`config.mk`:
```
export PLATFORM = sky130hd
export DESIGN_NAME = cu_microsequencer
export DESIGN_NICKNAME = d
export VERILOG_FILES = /design/src/rtl/cu_pkg.sv /design/src/rtl/cu_cond_mux.sv /design/src/rtl/cu_microsequencer.sv
export SDC_FILE = /design/constraint.sdc
export NUM_CORES = 1
export LEC_CHECK = 0
export ABC_AREA = 1
export CAP_MARGIN = 25
export CORE_ASPECT_RATIO = 1.4
export CORE_MARGIN = 4
export CORE_UTILIZATION = 47
export CTS_CLUSTER_SIZE = 20
export DETAILED_ROUTE_END_ITERATION = 12
export GPL_TIMING_DRIVEN = 0
export PLACE_DENSITY = 0.88
export SETUP_SLACK_MARGIN = 0.4
export SLEW_MARGIN = 5
export SYNTH_ARGS = -nofsm -noshare
export SYNTH_HDL_FRONTEND = slang
export SYNTH_HIERARCHICAL = 1
export SYNTH_SLANG_ARGS = --single-unit
```
`constraint.sdc`:
```
create_clock -name clk -period 1.76 [get_ports clk]
set_clock_uncertainty 0.05 [all_clocks]
set_input_delay 0.528 -clock clk [delete_from_list [all_inputs] [get_ports clk]]
set_output_delay 0.528 -clock clk [all_outputs]
set_load 0.01 [all_outputs]
```
`src/rtl/cu_pkg.sv`:
```
// ---------------------------------------------------------------------------
// cu_pkg
// Shared constants for the ARM-simulator control-unit microsequencer:
//   - SW         : microaddress / state width (microstore ROM index width)
//   - N_*        : next-address mode encodings carried in the microword n field
//   - S_*        : condition-select encodings carried in the microword s field
// ---------------------------------------------------------------------------
package cu_pkg;

    localparam int SW = 7;

    // Next-address modes (mw_n)
    localparam logic [2:0] N_ENC   = 3'b000;  // dispatch to decoder entry address
    localparam logic [2:0] N_FETCH = 3'b001;  // back to the fetch routine
    localparam logic [2:0] N_JUMP  = 3'b010;  // unconditional jump to mw_cr
    localparam logic [2:0] N_CJUMP = 3'b011;  // conditional jump to mw_cr
    localparam logic [2:0] N_WAIT  = 3'b100;  // hold until condition, then step
    localparam logic [2:0] N_INC   = 3'b101;  // sequential step
    localparam logic [2:0] N_CENC  = 3'b110;  // conditional dispatch
    localparam logic [2:0] N_RST   = 3'b111;  // reserved, restarts at state 0

    // Condition selects (mw_s)
    localparam logic [1:0] S_MOC   = 2'b00;
    localparam logic [1:0] S_COND  = 2'b01;
    localparam logic [1:0] S_IRF   = 2'b10;
    localparam logic [1:0] S_TRUE  = 2'b11;

endpackage

```
`src/rtl/cu_cond_mux.sv`:
```
// ---------------------------------------------------------------------------
// cu_cond_mux
// Combinational 4:1 condition select followed by an optional invert.
// Ports:
//   mw_s     in  2  condition select (moc / cond_ok / ir_flag / constant 1)
//   mw_inv   in  1  invert the selected condition
//   moc      in  1  memory operation complete
//   cond_ok  in  1  ARM condition-code test result
//   ir_flag  in  1  instruction bit picked by the datapath
//   c        out 1  resulting branch/wait condition
// ---------------------------------------------------------------------------
module cu_cond_mux (
    input  logic [1:0] mw_s,
    input  logic       mw_inv,
    input  logic       moc,
    input  logic       cond_ok,
    input  logic       ir_flag,
    output logic       c
);
    import cu_pkg::*;

    logic [3:0] sources;
    logic       selected;

    assign sources = {1'b1, ir_flag, cond_ok, moc};

    // One-hot decode of the select, OR-reduced against the sources.
    logic [3:0] pick;
    for (genvar gi = 0; gi < 4; gi++) begin : g_pick
        assign pick[gi] = (mw_s == 2'(gi)) & sources[gi];
    end

    always_comb begin
        selected = |pick;
        c        = selected ^ mw_inv;
    end

endmodule

```
`src/rtl/cu_microsequencer.sv`:
```
// ---------------------------------------------------------------------------
// cu_microsequencer
// Next-address logic for the control unit: holds the microprogram state
// register (microstore ROM index) and selects the next state from the
// sequencing fields of the current microword. A watchdog on MOC waits forces
// entry into the fault microroutine after WAIT_MAX consecutive hold cycles.
// Ports:
//   clk          in  1   rising-edge clock
//   reset        in  1   synchronous active-high reset
//   mw_n         in  3   next-address mode
//   mw_s         in  2   condition select
//   mw_inv       in  1   condition invert
//   mw_cr        in  SW  jump address field
//   enc_addr     in  SW  decoder entry address
//   moc          in  1   memory operation complete
//   cond_ok      in  1   condition-code test result
//   ir_flag      in  1   selected instruction bit
//   state        out SW  current state
//   mem_timeout  out 1   one-cycle pulse when the watchdog fires
//   wait_cnt     out 8   consecutive MOC-wait count
// ---------------------------------------------------------------------------
module cu_microsequencer #(
    parameter int             SW          = cu_pkg::SW,
    parameter logic [SW-1:0]  FETCH_STATE = 7'd1,
    parameter logic [SW-1:0]  FAULT_STATE = 7'd127,
    parameter int             WAIT_MAX    = 16
) (
    input  logic          clk,
    input  logic          reset,
    input  logic [2:0]    mw_n,
    input  logic [1:0]    mw_s,
    input  logic          mw_inv,
    input  logic [SW-1:0] mw_cr,
    input  logic [SW-1:0] enc_addr,
    input  logic          moc,
    input  logic          cond_ok,
    input  logic          ir_flag,
    output logic [SW-1:0] state,
    output logic          mem_timeout,
    output logic [7:0]    wait_cnt
);
    import cu_pkg::*;

    localparam logic [7:0] WAIT_LIMIT = 8'(WAIT_MAX - 1);

    logic [SW-1:0] state_reg, state_next;
    logic [7:0]    wait_cnt_reg, wait_cnt_next;
    logic          timeout_reg, timeout_next;

    logic          c;
    logic [SW-1:0] inc;
    logic          moc_wait;
    logic          hold;

    cu_cond_mux u_cond (
        .mw_s    (mw_s),
        .mw_inv  (mw_inv),
        .moc     (moc),
        .cond_ok (cond_ok),
        .ir_flag (ir_flag),
        .c       (c)
    );

    always_comb begin
        inc           = state_reg + SW'(1);
        moc_wait      = (mw_n == N_WAIT) && (mw_s == S_MOC);
        hold          = (mw_n == N_WAIT) && !c;
        state_next    = '0;
        wait_cnt_next = '0;
        timeout_next  = 1'b0;

        unique case (mw_n)
            N_ENC:   state_next = enc_addr;
            N_FETCH: state_next = FETCH_STATE;
            N_JUMP:  state_next = mw_cr;
            N_CJUMP: state_next = c ? mw_cr : inc;
            N_WAIT:  state_next = c ? inc : state_reg;
            N_INC:   state_next = inc;
            N_CENC:  state_next = c ? enc_addr : inc;
            N_RST:   state_next = '0;
            default: state_next = '0;
        endcase

        // Only a hold that is actually taken counts toward the limit, so a
        // completing MOC on the limit cycle falls through to the normal step.
        if (moc_wait && hold) begin
            if (wait_cnt_reg == WAIT_LIMIT) begin
                state_next    = FAULT_STATE;
                timeout_next  = 1'b1;
                wait_cnt_next = '0;
            end else if (wait_cnt_reg != 8'hFF) begin
                wait_cnt_next = wait_cnt_reg + 8'd1;
            end else begin
                wait_cnt_next = wait_cnt_reg;
            end
        end
    end

    always_ff @(posedge clk) begin
        if (reset) begin
            state_reg    <= '0;
            wait_cnt_reg <= '0;
            timeout_reg  <= 1'b0;
        end else begin
            state_reg    <= state_next;
            wait_cnt_reg <= wait_cnt_next;
            timeout_reg  <= timeout_next;
        end
    end

    assign state       = state_reg;
    assign wait_cnt    = wait_cnt_reg;
    assign mem_timeout = timeout_reg;

endmodule

```
# Yosys cells after proc, flatten, opt, wreduce, memory -nomap -nowiden
# Cells that the tools add are included.
# classes
mux	7
n_reduce_logical	9
add_sub_neg	2
bitwise_logic	5
n_eq_ne	12
# op_table
op	n
case mux 7 bit (8 select lines)	1
two-way mux 7 bit	5
== test 3 bit (second input constant)	4
adder 8 x 1 -> 8 bit (second input constant)	1
== test 8 x 4 -> 1 bit (second input constant)	1
inequality test 8 bit (second input constant)	1
adder 7 x 1 -> 7 bit (second input constant)	1
== test 3 x 2 -> 1 bit (second input constant)	2
== test 2 bit (second input constant)	2
OR reduction 4 bit	1
AND 1 bit	3
== test 3 x 1 -> 1 bit (second input constant)	1
logical AND 1 bit	3
zero test 3 bit	1
OR reduction 3 bit	1
== test 2 x 1 -> 1 bit (second input constant)	1
zero test 2 bit	1
OR reduction 2 bit	1
zero test 1 bit	1
two-way mux 1 bit	1
NOT 1 bit	1
bitwise XOR 1 bit	1
# word_totals
regBits	16
wordCells	38

# Depth between registers and ports, before layout
# Gate-level depths: netlist of the first run.
# logic_depth
ltp_word	9
ltp_mapped	14
ltp_nobuf	14

# Cells and area by module
# Netlist of the first run, hierarchy kept.
# by_module_without_submodules
module	area_per_inst_um2	cells_each	instances
cu_microsequencer	1303.8	216	1
cu_cond_mux	70.1	16	1

# Worst setup path after synthesis of the first run
# No wires, ideal clock.
# synth_timing
kind	input port to flip-flop
start	in ir_flag
end	reg wait_cnt_reg[7] (netlist: wait_cnt[7])
setup_slack_ps	86
stages	10
t_required_ps	1648
t_arrival_ps	1562
setup_ps	62
cell_sequence	nand3b_1 nand3_1 nand2_1 inv_2 nand3_1 nor2_8 nand3_4 clkinv_2 nand2_2 nor2_2
# synth_between
elab_chain_len	8
# synth_rtl
element	line_no	rtl
from (decl)	cu_microsequencer.sv:37	input logic ir_flag,
AND 1 bit	cu_cond_mux.sv:30	assign pick[gi] = (mw_s == 2'(gi)) & sources[gi];
OR reduction 4 bit	cu_cond_mux.sv:34	selected = |pick;
bitwise XOR 1 bit	cu_cond_mux.sv:35	c = selected ^ mw_inv;
named net c	cu_microsequencer.sv:50	logic c;
zero test 1 bit	cu_microsequencer.sv:67	hold = (mw_n == N_WAIT) && !c;
logical AND 1 bit	cu_microsequencer.sv:67	
logical AND 1 bit	cu_microsequencer.sv:86	if (moc_wait && hold) begin
NOT 1 bit (no source line)	-	
OR reduction 3 bit (no source line)	-	
to (signal assigned)	cu_microsequencer.sv:106	wait_cnt_reg <= wait_cnt_next;
to (decl)	cu_microsequencer.sv:47	logic [7:0] wait_cnt_reg, wait_cnt_next;
# The timed path passes the listed nets, and every way through them passes these cells.
# A chain may end at the register's enable or synchronous reset.

# Worst setup path after layout of the first run
# layout_timing
start	in mw_inv
end	reg state_reg[4] (netlist: state[4])
# layout_between
elab_chain_len	5
elab_cells_between_ends	10
cone_classes	mux (6); bitwise (1); reduce/logical (3)
# layout_rtl
element	line_no	rtl
from (decl)	cu_microsequencer.sv:32	input logic mw_inv,
bitwise XOR 1 bit *	cu_cond_mux.sv:35	
named net c	cu_microsequencer.sv:50	
two-way mux 7 bit (tied with other cells)	cu_microsequencer.sv:79	N_CENC: state_next = c ? enc_addr : inc;
case mux 7 bit (8 select lines) or logical AND 1 bit (tied branches)	cu_microsequencer.sv:72, cu_microsequencer.sv:67	
two-way mux 7 bit or logical AND 1 bit (tied branches)	cu_microsequencer.sv:87, cu_microsequencer.sv:86	
two-way mux 7 bit *	cu_microsequencer.sv:86	
to (signal assigned)	cu_microsequencer.sv:105	state_reg <= state_next;
to (decl)	cu_microsequencer.sv:46	logic [SW-1:0] state_reg, state_next;
# Mark *: on every way through the listed nets, which the timed path passes. The rest lies on a longest branch.

==> results.yml, run 1 <==
run_status:
  status: "finished clean"
finish:
  areaGrowthSynthToFinish_pct: 50.3
  design_area_sq_um: 2060
  layout-drive-gt1-share: 0.323
  nets: 319
  largest_reg_flops: 8
  final.fill_count: 198
  multi_input_area_sq_um: 938
  fin_util: 0.758
  antenna_cells: 0
  instances_no_fill: 327
  seq_area_sq_um: 345
logic_synthesis:
  seq_area_frac_synth: 0.233
  ys_async_sr_fraction: 0
  synth_edf_count: 0
  ys.flop_type: "dfxtp_1"
  syn_area_sq_um: 1370
  syn_avg_cell_area_sq_um: 5.92
  synth.distinct_cells: 32
  synth-seq-cells: 16
  yosysWarnings: 6
  syn-num-nets: 259
  syn_inst: 232
routing:
  antenna_left: 0
  drtPass1Iterations: 4
  wl_um: 4040
  drt-initial-drc-count: 53
  avgViaCountPerCell: 4.96
  drc_errors: 0
  avgRoutedWirePerCell_um: 12.4
  vias: 1623
clock_network:
  ctsHtreeMaxLevel: 1
  cts_tree: "built"
  tritoncts.num_buffers: 3
  cts.clk_slew.worst_paths_ns: 0.09
  clock_path_buffers: 2
  root_buffer: "clkbuf_4"
  cts.sinks: 16
  cts_hold_buf: 0
  worstSkewPairLatency_ns: 0.30
pwr:
  power.leakage_nw: 1.09
  p_per_area_nw_per_um2: 451
  vdd_drop_max_v: 0.000537
  power_uw: 931
worst_setup_path:
  critPathLaunchType: "input pin"
  critical_path.max_fanout: 9
  crit_required_ns: 1.92
  cp-end-kind: "register"
  reg2reg_slack_ns: 0.23
  worstPathArrival_ns: 1.74
  crit_type: "input pin to register"
die:
  dieArea_sq_um: 3860
  ios: 41
  core_sq_um: 2730
  initial_core_util: 0.504
  die_w_um: 53.7
  row_count: 22
  chipHeight_um: 72.0
global_route:
  grt_overflow: 0
  grt_pass1_vias: 1577
  grtUsageTotal: 0.221
  grt_pass1_wl_um: 6670
  grt_max_degree: 11
  antenna_found_initial: 0
timing:
  rsz0062_at_grt: "true"
  worst_slack_ns: 0.182
  setup_viol: 0
  fin_crit_sh: 0.897
  fmax_mhz: 634
  finalCriticalPeriod_ns: 1.58
  final_hold_viol_count: 0
  drv_slew: 0
  worstMarginPinSlew_ns: 0.317
  relSlewSlack: 0.789
placed_design:
  pre_cts_ws_ns: -0.634
  place_area_sq_um: 1820
  place.gp.congestion: 0.855
  place_inst: 307
  dpl.hpwl_um: 2800
  port_buffers: 39
flow_run:
  cap_violations: 0
hold_path:
  hold_path_class: "register to register"
## repair_timing
action,CTS,global route
endpoints found under the setup margin,32,29
gates resized for setup,120,15
pin swaps,13,9
buffers inserted,13,3
## logic make-up after synthesis
kind of cell | Yosys count | share of synthesized area
buf+inv | 46 | 0.130
compound gates | 20 | 0.0984
flops | 16 | 0.233
simple gates | 146 | 0.507
xor+xnor | 2 | 0.0128
fa+ha+maj | 2 | 0.0182
## placed cells by master, fill, tap and decap left out, types with 2 or more instances in the layout
master and count:
nand2_1 65, inv_1 38, nor2_1 25, nand3_1 17, buf_4 17, clkdlybuf4s50_1 15
buf_6 13, dfxtp_2 11, nand3_2 6, nor2_2 5, nand4_1 5, nand2_2 5
buf_2 5, a21oi_1 4, nand3b_1 4, nor2_4 3, nand2_4 3, nor3_1 3
a31oi_1 3, inv_2 3, clkbuf_4 3, dfxtp_4 3, inv_4 2, nand3_4 2
o21ai_2 2, a21oi_2 2, o211ai_1 2, xor2_1 2, or2_2 2, o21a_1 2
o21ai_1 2, ha_1 2, clkdlybuf4s15_1 2, dlygate4sd2_1 2, dfxtp_1 2, clkdlybuf4s15_2 2
## metrics by stage
| step | hold slack (ns) | TNS [ns] |
|---|---|---|
| final | 0.468 | 0 |
| after global routing | 0.500 | 0 |
| after CTS | 0.462 | 0 |
| after detailed placement | 0.464 | -9.24 |
| after global placement | 0.463 | -8.94 |
| after floorplan | 0.475 | 0 |
## critical path: stages
cell and delay, ns:
clkdlybuf4s15_1 0.19, inv_1 0.09, nand3_2 0.11, nand2_4 0.10, inv_4 0.06, nand3_4 0.09
nor2_8 0.07, buf_4 0.13, a21oi_1 0.16, nand3_1 0.10, nand2_1 0.07, inv_1 0.03
## final timing paths
kind	depth (start not counted)	startpoint	endpoint
hold reg to reg	2	wait_cnt[1]$_SDFFE_PP0P_	wait_cnt[1]$_SDFFE_PP0P_
setup reg to reg	9	wait_cnt[0]$_SDFFE_PP0P_	state[6]$_SDFF_PP0_
setup / recovery	12	mw_inv	state[4]$_SDFF_PP0_
hold / removal	2	wait_cnt[1]$_SDFFE_PP0P_	wait_cnt[1]$_SDFFE_PP0P_
## routing by layer
metal	part of all wire	vias up	track usage
met2	0.56	43	0.420
met4	0.034	0	0.0881
met3	0.039	14	0.0144
li1	-	846	-
met1	0.36	720	0.240
met5	0	-	0
## area by class of cell
| class | count | share of cell area |
|---|---|---|
| Multi-Input combinational cell | 170 | 0.455 |
| Inverter | 44 | 0.0848 |
| Buffer | 2 | 0.00909 |
| Timing Repair Buffer | 55 | 0.245 |
| Clock buffer | 4 | 0.0176 |
| Tap cell | 36 | 0.0218 |
| Sequential cell | 16 | 0.167 |
## report_power, final
group | switching, mW | total, mW | internal [mW]
combinational | 0.151 | 0.292 | 0.141
clock | 0.125 | 0.251 | 0.126
sequential | 0.0136 | 0.387 | 0.374
## Yosys cell counts, types with 3 or more instances
library cell | n | area, sq um
a21oi_1 | 5 | 25.0
a31oi_1 | 3 | 18.8
dfxtp_1 | 16 | 320
inv_1 | 39 | 146
inv_2 | 4 | 15.0
nand2_1 | 70 | 263
nand3_1 | 22 | 110
nand3b_1 | 4 | 30.0
nand4_1 | 5 | 31.3
nor2_1 | 27 | 101
nor2_2 | 4 | 25.0
nor3_1 | 3 | 15.0
No activity file was read; power rests on OpenSTA's default activity.
==> run 2: changes to the inputs <==
Settings changed: ABC_AREA 1 to default, CORE_UTILIZATION 47 to 40, CTS_CLUSTER_DIAMETER from default to 150, PLACE_DENSITY 0.88 to 0.83.
Clock period 1.76 ns to 1.4 ns, I/O delays scaled along.
==> run 2 against run 1 <==
Register-to-register slack worse by 0.55 ns. Utilization down 1.2 points. Largest cell class unchanged. The flow now finishes with violations (setup timing). Die area is 0.60% lower. Synthesized area shrank 15%. First-iteration DRC count rose by 5.7%. Via count shrank 7.2%. Wire length rose by 11%. Clock-buffer cell count is the same. Sequential cell count did not move. Total power is 35% higher. Critical path type unchanged. Cell count is 23% lower. Combinational power rose by 52%.
==> results.yml, run 2 <==
run_status:
  status: "finished with violations"
  violations: "setup timing"
clock_network:
  cts.sinks: 16
  cts.clk_slew.worst_paths_ns: 0.11
  cts_tree: "built"
  root_buffer: "clkbuf_4"
  cts_hold_buf: 0
  clock_path_buffers: 2
  tritoncts.num_buffers: 3
  worstSkewPairLatency_ns: 0.31
  ctsHtreeMaxLevel: 1
logic_synthesis:
  yosysWarnings: 6
  yosys-top-cells-count: "dfxtp_1, nand2_1, nor2_1"
  synth_compound_area_frac: 0.251
  yosys.area.top_type: "dfxtp_1"
  synth.area.top_cells: "dfxtp_1, nand2_1, a31oi_1, nor2_1, xnor2_1"
  synth_edf_count: 0
  synth.distinct_cells: 47
  synth-seq-cells: 16
  synth_top_family_by_area: "simple AND/OR/NAND/NOR gates"
  ys_async_sr_fraction: 0
  ys.flop_type: "dfxtp_1"
  syn-num-nets: 172
  syn_inst: 145
  syn_avg_cell_area_sq_um: 8.01
  synthAdderAreaFrac: 0.0216
  yosysTopAreaCellShare: 0.276
  syn_area_sq_um: 1160
  synth_simple_gate_area_frac: 0.327
  synthMuxAreaShare: 0.0259
  seq_area_frac_synth: 0.276
  synthXorXnorAreaFrac: 0.0528
routing:
  wl_um: 4490
  antenna_left: 0
  drc_errors: 0
  vias: 1506
  drtPass1Iterations: 4
  drt-initial-drc-count: 56
  avgViaCountPerCell: 5.98
  avgRoutedWirePerCell_um: 17.8
worst_setup_path:
  critPathLaunchType: "input pin"
  crit_type: "input pin to register"
  reg2reg_slack_ns: -0.32
  r2r_start: "wait_cnt[0]$_SDFFE_PP0P_"
  startpoint: "mw_s[0]"
  critical_path.max_fanout: 6
  r2r_cells: 6
  cp-end-kind: "register"
  worstPathArrival_ns: 1.95
  timing.rr.end: "state[0]$_SDFF_PP0_"
  crit_required_ns: 1.56
timing:
  finalCriticalPeriod_ns: 1.78
  final_hold_viol_count: 0
  relSlewSlack: 0.726
  whs_ns: 0.491
  rsz0062_at_grt: "true"
  worst_slack_ns: -0.384
  worstMarginPinSlew_ns: 0.409
  final.setup.tns_ns: -3.11
  setup_viol: 15
  drv_slew: 0
  fmax_mhz: 560
  fin_crit_sh: 1.27
global_route:
  grt_pass1_wl_um: 7110
  antenna_found_initial: 0
  grtUsageTotal: 0.244
  grt_max_degree: 11
  grt_overflow: 0
  grt_pass1_vias: 1632
placed_design:
  pre_cts_ws_ns: -1.11
  place.gp.congestion: 0.882
  place_area_sq_um: 1660
  dpl.hpwl_um: 2840
  port_buffers: 40
  place_inst: 221
finish:
  layout-drive-gt1-share: 0.458
  layout_commonest_cell: "buf_6"
  nets: 244
  layout_common_cells: "buf_6, buf_4, nand2_1"
  areaGrowthSynthToFinish_pct: 73.2
  fin_util: 0.745
  antenna_cells: 0
  largest_reg_flops: 8
  instances_no_fill: 252
  design_area_sq_um: 2010
die:
  core_sq_um: 2700
  row_count: 22
  die_w_um: 53.5
  dieArea_sq_um: 3840
  initial_core_util: 0.430
  chipHeight_um: 71.8
  ios: 41
hold_path:
  hold_path_class: "input pin to register"
  min_to: "wait_cnt[6]$_SDFFE_PP0P_"
  whs_path_depth: 5
  min_from: "mw_s[0]"
pwr:
  seq_power_share: 0.380
  swShare: 0.311
  pwr-share-clk: 0.267
  combPwrFrac: 0.353
  power_mw: 1.25
  power.leakage_nw: 0.780
  vdd_drop_max_v: 0.000515
  p_switching_uw: 390
  p_per_area_nw_per_um2: 624
  p_int_uw: 865
flow_run:
  cap_violations: 0
## run 2: layer usage
metal,GRT usage,part of all wire,vias to the layer above
met5,0,0,-
met4,0.108,0.029,0
met3,0.0457,0.063,13
met2,0.457,0.56,82
met1,0.247,0.35,716
li1,-,-,695
## run 2: power groups by stage
stage	registers, mW	logic, mW	clock network, mW
2_1_floorplan	0.506	0.174	0
3_3_place_gp	0.504	0.321	0
3_5_place_dp	0.504	0.331	0
4_1_cts	0.479	0.418	0.331
5_1_grt	0.479	0.469	0.357
6_report	0.477	0.443	0.335
## run 2: layout make-up
class                           count  area, sq um
Sequential cell                    16          359
Inverter                            4         15.0
Clock buffer                        4         36.3
Fill cell                         221          687
Timing Repair Buffer               67          622
Tap cell                           36         45.0
Buffer                              6         53.8
Multi-Input combinational cell    119          880
## run 2: how the worst max path moves through the flow
stage / endpoint / cells after the start
finish: state[0]$_SDFF_PP0_ / 9
global route: state[0]$_SDFF_PP0_ / 9
CTS: state[2]$_SDFF_PP0_ / 11
detailed placement: state[5]$_SDFF_PP0_ / 9
global placement: state[0]$_SDFF_PP0_ / 9
floorplan: state[0]$_SDFF_PP0_ / 8
## run 2: cell families after synthesis
logic type,count (synthesis)
AO/OA/AOI/OAI,39
adder cells (fa/ha/maj),2
XOR/XNOR,7
multiplexers,3
buffers and inverters,10
flip-flops,16
AND/OR/NAND/NOR,68
## run 2: worst max-delay path, stage by stage
cell	delay, ns
buf_8	0.07
mux2i_1	0.17
mux2i_1	0.10
xor2_1	0.14
buf_4	0.16
buf_6	0.13
o32ai_4	0.39
nand2b_1	0.13
a31oi_1	0.23
## run 2: what timing repair did
item,CTS,global route
buffers inserted,22,3
endpoints found under the hold margin,0,0
setup endpoints to repair,32,32
gates resized for setup,133,17
pin swaps,6,8
gates cloned,2,0
==> run 3: changes to the inputs <==
Settings changed: TNS_END_PERCENT from default to 100.
==> results of run 3 <==
The final DEF is identical to that of run 2; final timing and power are the same.
